<file path="config.mk">
export PLATFORM = sky130hd
export DESIGN_NAME = memory_stage
export DESIGN_NICKNAME = d
export VERILOG_FILES = /design/src/rtl/mips_defs.sv /design/src/rtl/load_extender.sv /design/src/rtl/memory_stage.sv
export SDC_FILE = /design/constraint.sdc
export NUM_CORES = 1
export LEC_CHECK = 0
export CORE_AREA = 2 2 156 158
export DETAILED_ROUTE_END_ITERATION = 6
export DIE_AREA = 0 0 158 160
export SLEW_MARGIN = 20
export SYNTH_ARGS = -nofsm -noshare
export SYNTH_HDL_FRONTEND = slang
export SYNTH_SLANG_ARGS = --single-unit
</file>
<file path="constraint.sdc">
create_clock -name clk -period 3.2 [get_ports clk]
set_input_delay 0.32 -clock clk [delete_from_list [all_inputs] [get_ports clk]]
set_output_delay 0.32 -clock clk [all_outputs]
set_load 0.01 [all_outputs]
</file>
<file path="src/rtl/mips_defs.sv">
// Shared MIPS pipeline definitions: opcodes, reset PC and the T_new width.
// Also provides the saturating countdown applied to T_new at each stage.
package mips_defs;

  localparam logic [5:0] OP_LW  = 6'b100011;
  localparam logic [5:0] OP_LH  = 6'b100001;
  localparam logic [5:0] OP_LHU = 6'b100101;
  localparam logic [5:0] OP_LB  = 6'b100000;
  localparam logic [5:0] OP_LBU = 6'b100100;
  localparam logic [5:0] OP_SW  = 6'b101011;
  localparam logic [5:0] OP_SH  = 6'b101001;
  localparam logic [5:0] OP_SB  = 6'b101000;

  localparam logic [31:0] RESET_PC_DEFAULT = 32'h0000_3000;
  localparam int TNEW_W = 2;

  // The count stops at zero once the result is available.
  function automatic logic [TNEW_W-1:0] tnew_dec(input logic [TNEW_W-1:0] t);
    if (t == {TNEW_W{1'b0}}) begin
      return {TNEW_W{1'b0}};
    end else begin
      return t - {{(TNEW_W-1){1'b0}}, 1'b1};
    end
  endfunction

endpackage

</file>
<file path="src/rtl/load_extender.sv">
// Selects the addressed byte/half of a DM word and sign- or zero-extends it.
// Purely combinational so a later cache stage can reuse it unchanged.
module load_extender
  import mips_defs::*;
(
  input  logic [31:0] rdata,
  input  logic [1:0]  addr,
  input  logic [5:0]  opcode,
  output logic [31:0] ext_data
);

  logic [7:0]  byte_s;
  logic [15:0] half_s;

  // Lane selection then extension by load flavour; non-loads yield zero.
  always_comb begin
    byte_s   = rdata[{addr, 3'b000} +: 8];
    half_s   = rdata[{addr[1], 4'b0000} +: 16];
    ext_data = 32'h0000_0000;
    case (opcode)
      OP_LW:   ext_data = rdata;
      OP_LH:   ext_data = {{16{half_s[15]}}, half_s};
      OP_LHU:  ext_data = {16'h0000, half_s};
      OP_LB:   ext_data = {{24{byte_s[7]}}, byte_s};
      OP_LBU:  ext_data = {24'h00_0000, byte_s};
      default: ext_data = 32'h0000_0000;
    endcase
  end

endmodule

</file>
<file path="src/rtl/memory_stage.sv">
// MIPS M stage: drives the data-memory port, extends load data and holds
// the M/W pipeline register.
module memory_stage
  import mips_defs::*;
#(
  parameter logic [31:0] RESET_PC = RESET_PC_DEFAULT
) (
  input  logic              clk,
  input  logic              reset,
  input  logic [31:0]       Instr_M_In,
  input  logic [31:0]       PC_M_In,
  input  logic [4:0]        WriteReg_M_In,
  input  logic [31:0]       ALUOut_M_In,
  input  logic [31:0]       WriteData_M_In,
  input  logic [TNEW_W-1:0] T_new_M_In,
  input  logic [31:0]       m_data_rdata,
  output logic [31:0]       m_data_addr,
  output logic [31:0]       m_data_wdata,
  output logic [3:0]        m_data_byteen,
  output logic [31:0]       m_inst_addr,
  output logic [31:0]       Instr_W_Out,
  output logic [31:0]       PC_W_Out,
  output logic [4:0]        WriteReg_W_Out,
  output logic [31:0]       ALUOut_W_Out,
  output logic [31:0]       DMOut_W_Out,
  output logic [TNEW_W-1:0] T_new_W_Out
);

  logic [5:0]  opcode_s;
  logic [1:0]  lane_s;
  logic [31:0] ext_s;

  assign opcode_s    = Instr_M_In[31:26];
  assign lane_s      = ALUOut_M_In[1:0];
  assign m_data_addr = ALUOut_M_In;
  assign m_inst_addr = PC_M_In;

  load_extender u_load_extender (
    .rdata    (m_data_rdata),
    .addr     (lane_s),
    .opcode   (opcode_s),
    .ext_data (ext_s)
  );

  // Store lane steering; writes are suppressed while reset is held.
  always_comb begin
    m_data_byteen = 4'b0000;
    m_data_wdata  = 32'h0000_0000;
    if (!reset) begin
      m_data_byteen = 4'b0000;
      m_data_wdata  = 32'h0000_0000;
    end else begin
      case (opcode_s)
        OP_SW: begin
          m_data_byteen = 4'b1111;
          m_data_wdata  = WriteData_M_In;
        end
        OP_SH: begin
          m_data_byteen = 4'b0011 << {lane_s[1], 1'b0};
          m_data_wdata  = {2{WriteData_M_In[15:0]}};
        end
        OP_SB: begin
          m_data_byteen = 4'b0001 << lane_s;
          m_data_wdata  = {4{WriteData_M_In[7:0]}};
        end
        default: begin
          m_data_byteen = 4'b0000;
          m_data_wdata  = 32'h0000_0000;
        end
      endcase
    end
  end

  // M/W pipeline register; reset discards the in-flight transfer.
  always_ff @(posedge clk) begin
    if (!reset) begin
      Instr_W_Out    <= 32'h0000_0000;
      PC_W_Out       <= RESET_PC;
      WriteReg_W_Out <= 5'd0;
      ALUOut_W_Out   <= 32'h0000_0000;
      DMOut_W_Out    <= 32'h0000_0000;
      T_new_W_Out    <= {TNEW_W{1'b0}};
    end else begin
      Instr_W_Out    <= Instr_M_In;
      PC_W_Out       <= PC_M_In;
      WriteReg_W_Out <= WriteReg_M_In;
      ALUOut_W_Out   <= ALUOut_M_In;
      DMOut_W_Out    <= ext_s;
      T_new_W_Out    <= tnew_dec(T_new_M_In);
    end
  end

endmodule

</file>
### Yosys cells after proc, flatten, opt, wreduce, memory -nomap -nowiden

Cells that the tools add are included.

| word-level totals | value |
|---|---|
| input port bits | 169 |
| word-level logic and storage cells | 27 |
| output and inout bits | 235 |
| bits in registers | 135 |

| operators by class | value |
|---|---|
| equal/unequal tests | 8 |
| muxes and demuxes | 5 |
| shifts and indexed selects | 4 |
| reduce and logical (&&, ||, !) cells | 2 |
| add/subtract/negate cells | 1 |
| bitwise operators | 1 |

Operator list:

| cell | number |
|---|---|
| 32-bit case mux with 5 select lines | 1 |
| 32-bit case mux with 3 select lines | 1 |
| 6-bit equality test, second input constant | 8 |
| 32-bit 2-to-1 mux | 1 |
| 32-bit by 6-bit indexed part select with 16-bit output | 1 |
| 32-bit by 6-bit indexed part select with 8-bit output | 1 |
| 4-bit case mux with 3 select lines | 1 |
| 4-bit 2-to-1 mux | 1 |
| 1-bit by 2-bit left shift with 4-bit output, first input constant | 1 |
| 2-bit by 2-bit left shift with 4-bit output, first input constant | 1 |
| 2-bit logical NOT | 1 |
| 2-bit OR reduction | 1 |
| 2-bit by 1-bit subtractor with 2-bit output, second input constant | 1 |
| 1-bit NOT | 1 |

### Longest topological paths before layout

| depth | value |
|---|---|
| word-level depth | 3 |
| mapped depth | 7 |
| mapped depth without buffers | 4 |

### Modules after synthesis

A second synthesis with hierarchy kept.

| second synthesis, totals | value |
|---|---|
| cells, all modules | 535 |
| area, all modules | 5370.2 um^2 |

By module, submodules not included:

| module | times used | area an instance (um^2) | seq. area each (um^2) | cells each |
|---|---|---|---|---|
| memory_stage | 1 | 4719.5 | 2702.6 | 446 |
| load_extender | 1 | 650.6 | 0.0 | 89 |

### Worst setup path after synthesis

No wires, ideal clock.

| timing | value |
|---|---|
| path kind | input to output |
| start | input port Instr_M_In[28] |
| end | output port m_data_wdata[24] |
| path slack | 1291 ps |
| buffers on the path | 2 |
| data arrival time | 1589 ps |
| required time | 2880 ps |
| stages on the path | 6 |
| path through | or3b_4 -> nor3_2 -> buf_4 -> buf_4 -> nand2_1 -> a21boi_0 |

| between the ends | value |
|---|---|
| word-level cells in the longest chain between the ends | 3 |
| elaborated cells between the ends (all ways) | 5 |
| classes of those cells | eq/ne (3); mux (2) |

Ends and longest elaborated chain:

| what | RTL line | RTL |
|---|---|---|
| start, declared | memory_stage.sv:10 | `input logic [31:0] Instr_M_In,` |
| 6-bit equality test | memory_stage.sv:53 | `case (opcode_s)` |
| 32-bit case mux with 3 select lines * | memory_stage.sv:53 |  |
| 32-bit 2-to-1 mux * | memory_stage.sv:49 | `if (!reset) begin` |
| end, declared | memory_stage.sv:18 | `output logic [31:0] m_data_wdata,` |

Mark *: on every way between the ends. The rest lies on a longest branch, timed or not.

### Final worst setup path

| timing | value |
|---|---|
| start | input port Instr_M_In[31] |
| end | output port m_data_wdata[6] |

The elaborated chain is that of the path after synthesis.

==> reports/results.ini <==
[setup_path]
required_ns=2.88
setup.worst_path.end_class=output pin
crit_buf_inv=3
crit_fanout=21
cpLargestDelayFamily=buffers and inverters
worst_path_max_delay_cell=clkdlybuf4s50_1
worstSetupPathType=primary input to output pin
crit_path_frequent_cell=clkdlybuf4s50_1
crit_chain=clkdlybuf4s50_1 -> or3b_4 -> nor3_4 -> buf_12 -> o21a_1 -> and2_1 -> clkdlybuf4s50_1
critPathLaunchType=primary input
cp_slowest_stage_delay_ns=0.54
cp.arrival_ns=2.72

[power]
power_leakage_uw=0.003624
power-per-cell-area_mw_per_mm2=454.6
peakVddDrop_mv=0.3078

[clock_network]
clock_sinks=135
clockBufferDepth=2
postCtsSetupBuffers=0
tritoncts=yes
cts.clk_slew.worst_paths_ns=0.07
cts_buffers=17
ctsHoldBuffers=0
htree_levels=4
cts_root_buf=clkbuf_16
cts_resized=0

[logic_synthesis]
syn_inst=535
avgSynthCellArea_sq_um=10.01
synth-seq-area-share_pct=50.46
yosysWarnings=0
ys_ff_latch=135
synth_area_sq_mm=0.005356
synth_fp_nets=705
synth_cell_types=37

[detailed_routing]
top_layer_used=met4
drtIter0Drc=155
vias=4837
met1Wirelength_um=8001
wirelength_um=20630
final_antenna_net_count=0
wl_per_cell_um=17.03
viasPerCell=3.994
firstDrtPassIters=5
dr_wl_met2_um=9937
drc=0
wl_met3_um=2012

[timing]
slew_violations=0
setup_viol=0
relSlewSlack_pct=35.07
hold_viol=0
worst_hold_slack_ns=0.2398
rsz0062_at_grt=false
timing.final.crit_share_pct=94.98
fmaxAchievable_mhz=329.0
setup_tns_ns=0
fin_crit_ns=3.039
worst_slew_pin_slew_ns=0.9739

[cells_and_area]
antenna_cells=0
multi_input_area_sq_mm=0.002006
seq_area_sq_mm=0.002703
nFillCells=2361
syn_to_final_growth_pct=84.49
final_area_sq_mm=0.009882
drive_gt1_share_pct=9.357
layout.nets=1044

[global_routing]
grt_pass1_wl_um=29900
antenna_found_initial=0
grt_max_degree=70
grt_pass1_vias=4886
grt_overflow=0
grt.total_usage_pct=15.91

[placement]
portBuffers=403
gp_congestion=0.8377
placed_area_sq_mm=0.009290
dp_hpwl_um=16060

[floorplan]
core_area_sq_mm=0.02382
die-width_um=158
initial_utilization_pct=22.49
num_rows=57
die_h_um=160
die-area_sq_mm=0.02528
io-pin-count=404

[run_status]
outcome=finished, final reports clean

[flow_run]
cap_violations=0

[hold_path]
hold_path.class=primary input to flop

power breakdown:
group	leakage (uW)	internal (uW)	switching [uW]
Combinational	0.00222	454	262
Clock	0.000283	1170	835
Sequential	0.00112	1750	17.0
Total	0.00362	3380	1110
placed cells by master, fill, tap and decap left out, types with 13 or more instances in the layout:
master and instances:
a21oi_1 25, clkbuf_16 17, buf_4 13, clkdlybuf4s50_1 402, nor2b_1 19, and2_1 107, mux2_2 27, nand2_1 43
dfxtp_1 135, a22oi_1 21, a21boi_0 14
layout make-up:
class | count | share of cell area, %
clock buffer | 18 | 4.343
inverter | 4 | 0.1519
sequential | 135 | 27.35
tap | 324 | 4.102
timing repair buffer | 417 | 42.11
clock inverter | 14 | 1.646
multi-input combinational | 299 | 20.30
through the flow:
step           worst slack, ns  util [%]  cells  power (uW)
6_report                0.1605     41.49   1211        4493
4_1_cts                 0.1006     41.49   1211        4576
3_5_place_dp            0.1286     39.00   1179        2531
3_3_place_gp            0.1616     39.00   1179        2530
2_1_floorplan            1.291         -    535        2069
5_1_grt                0.04012     41.49   1211        4696
cells in the mapped netlist:
| library cell | count | area (sq um) |
|---|---|---|
| a22oi_1 | 21 | 157.7 |
| a21oi_1 | 25 | 125.1 |
| nor2b_1 | 19 | 118.9 |
| nor2_2 | 1 | 6.260 |
| mux2i_1 | 3 | 30.03 |
| clkbuf_1 | 18 | 67.56 |
| o21ai_2 | 1 | 8.760 |
| nor3_2 | 3 | 30.03 |
| nand3_1 | 2 | 10.01 |
| nand2b_1 | 4 | 25.02 |
| ha_1 | 1 | 12.51 |
| dfxtp_1 | 135 | 2703 |
| o2111ai_1 | 1 | 8.760 |
| nand4_2 | 1 | 12.51 |
| nor2_1 | 3 | 11.26 |
| a21boi_0 | 14 | 105.1 |
| mux4_2 | 1 | 22.52 |
| and2_1 | 107 | 669.4 |
| or3_1 | 1 | 6.260 |
| nor3b_1 | 2 | 15.01 |
| or4b_1 | 1 | 10.01 |
| o21ai_0 | 2 | 10.01 |
| buf_4 | 68 | 510.5 |
| a21boi_1 | 2 | 15.01 |
| nor3_1 | 3 | 15.01 |
| nor3_4 | 1 | 16.27 |
| a31oi_1 | 2 | 12.51 |
| inv_1 | 4 | 15.01 |
| a32oi_1 | 1 | 8.760 |
| and3b_1 | 1 | 8.760 |
| nor4b_2 | 1 | 15.01 |
| mux2_2 | 27 | 304.0 |
| o21a_1 | 4 | 30.03 |
| nand2_1 | 43 | 161.4 |
| or3b_4 | 1 | 11.26 |
| buf_6 | 2 | 22.52 |
| buf_2 | 9 | 45.04 |
worst paths after layout:
check / start / endpoint / slack, ns / cells after the start
max: Instr_M_In[31] / m_data_wdata[6] / 0.16 / 7
min: reset / PC_W_Out[12] / 0.24 / 2
per-layer routing:
metal,vias up,global-route usage [%]
li1,2376,-
met1,2186,17.88
met2,248,26.88
met3,27,6.024
met4,0,6.593
met5,-,0
registers in the layout, summed over array words and instances, names as in the netlist:
register / count
PC_W_Out: 32
T_new_W_Out: 2
ALUOut_W_Out: 32
DMOut_W_Out: 32
WriteReg_W_Out: 5
Instr_W_Out: 32
logic make-up (layout without fill, tap and decap cells):
| logic type | count (synthesis) | after routing | synth area share (%) |
|---|---|---|---|
| and+or+nand+nor | 194 | 194 | 21.33 |
| DFF | 135 | 135 | 50.46 |
| buffers and inverters | 101 | 453 | 12.33 |
| AOI/OAI and AO/OA | 73 | 73 | 8.993 |
| adders and majority gates | 1 | 1 | 0.2336 |
| muxes | 31 | 31 | 6.657 |
No activity file was read; power rests on OpenSTA's default activity.
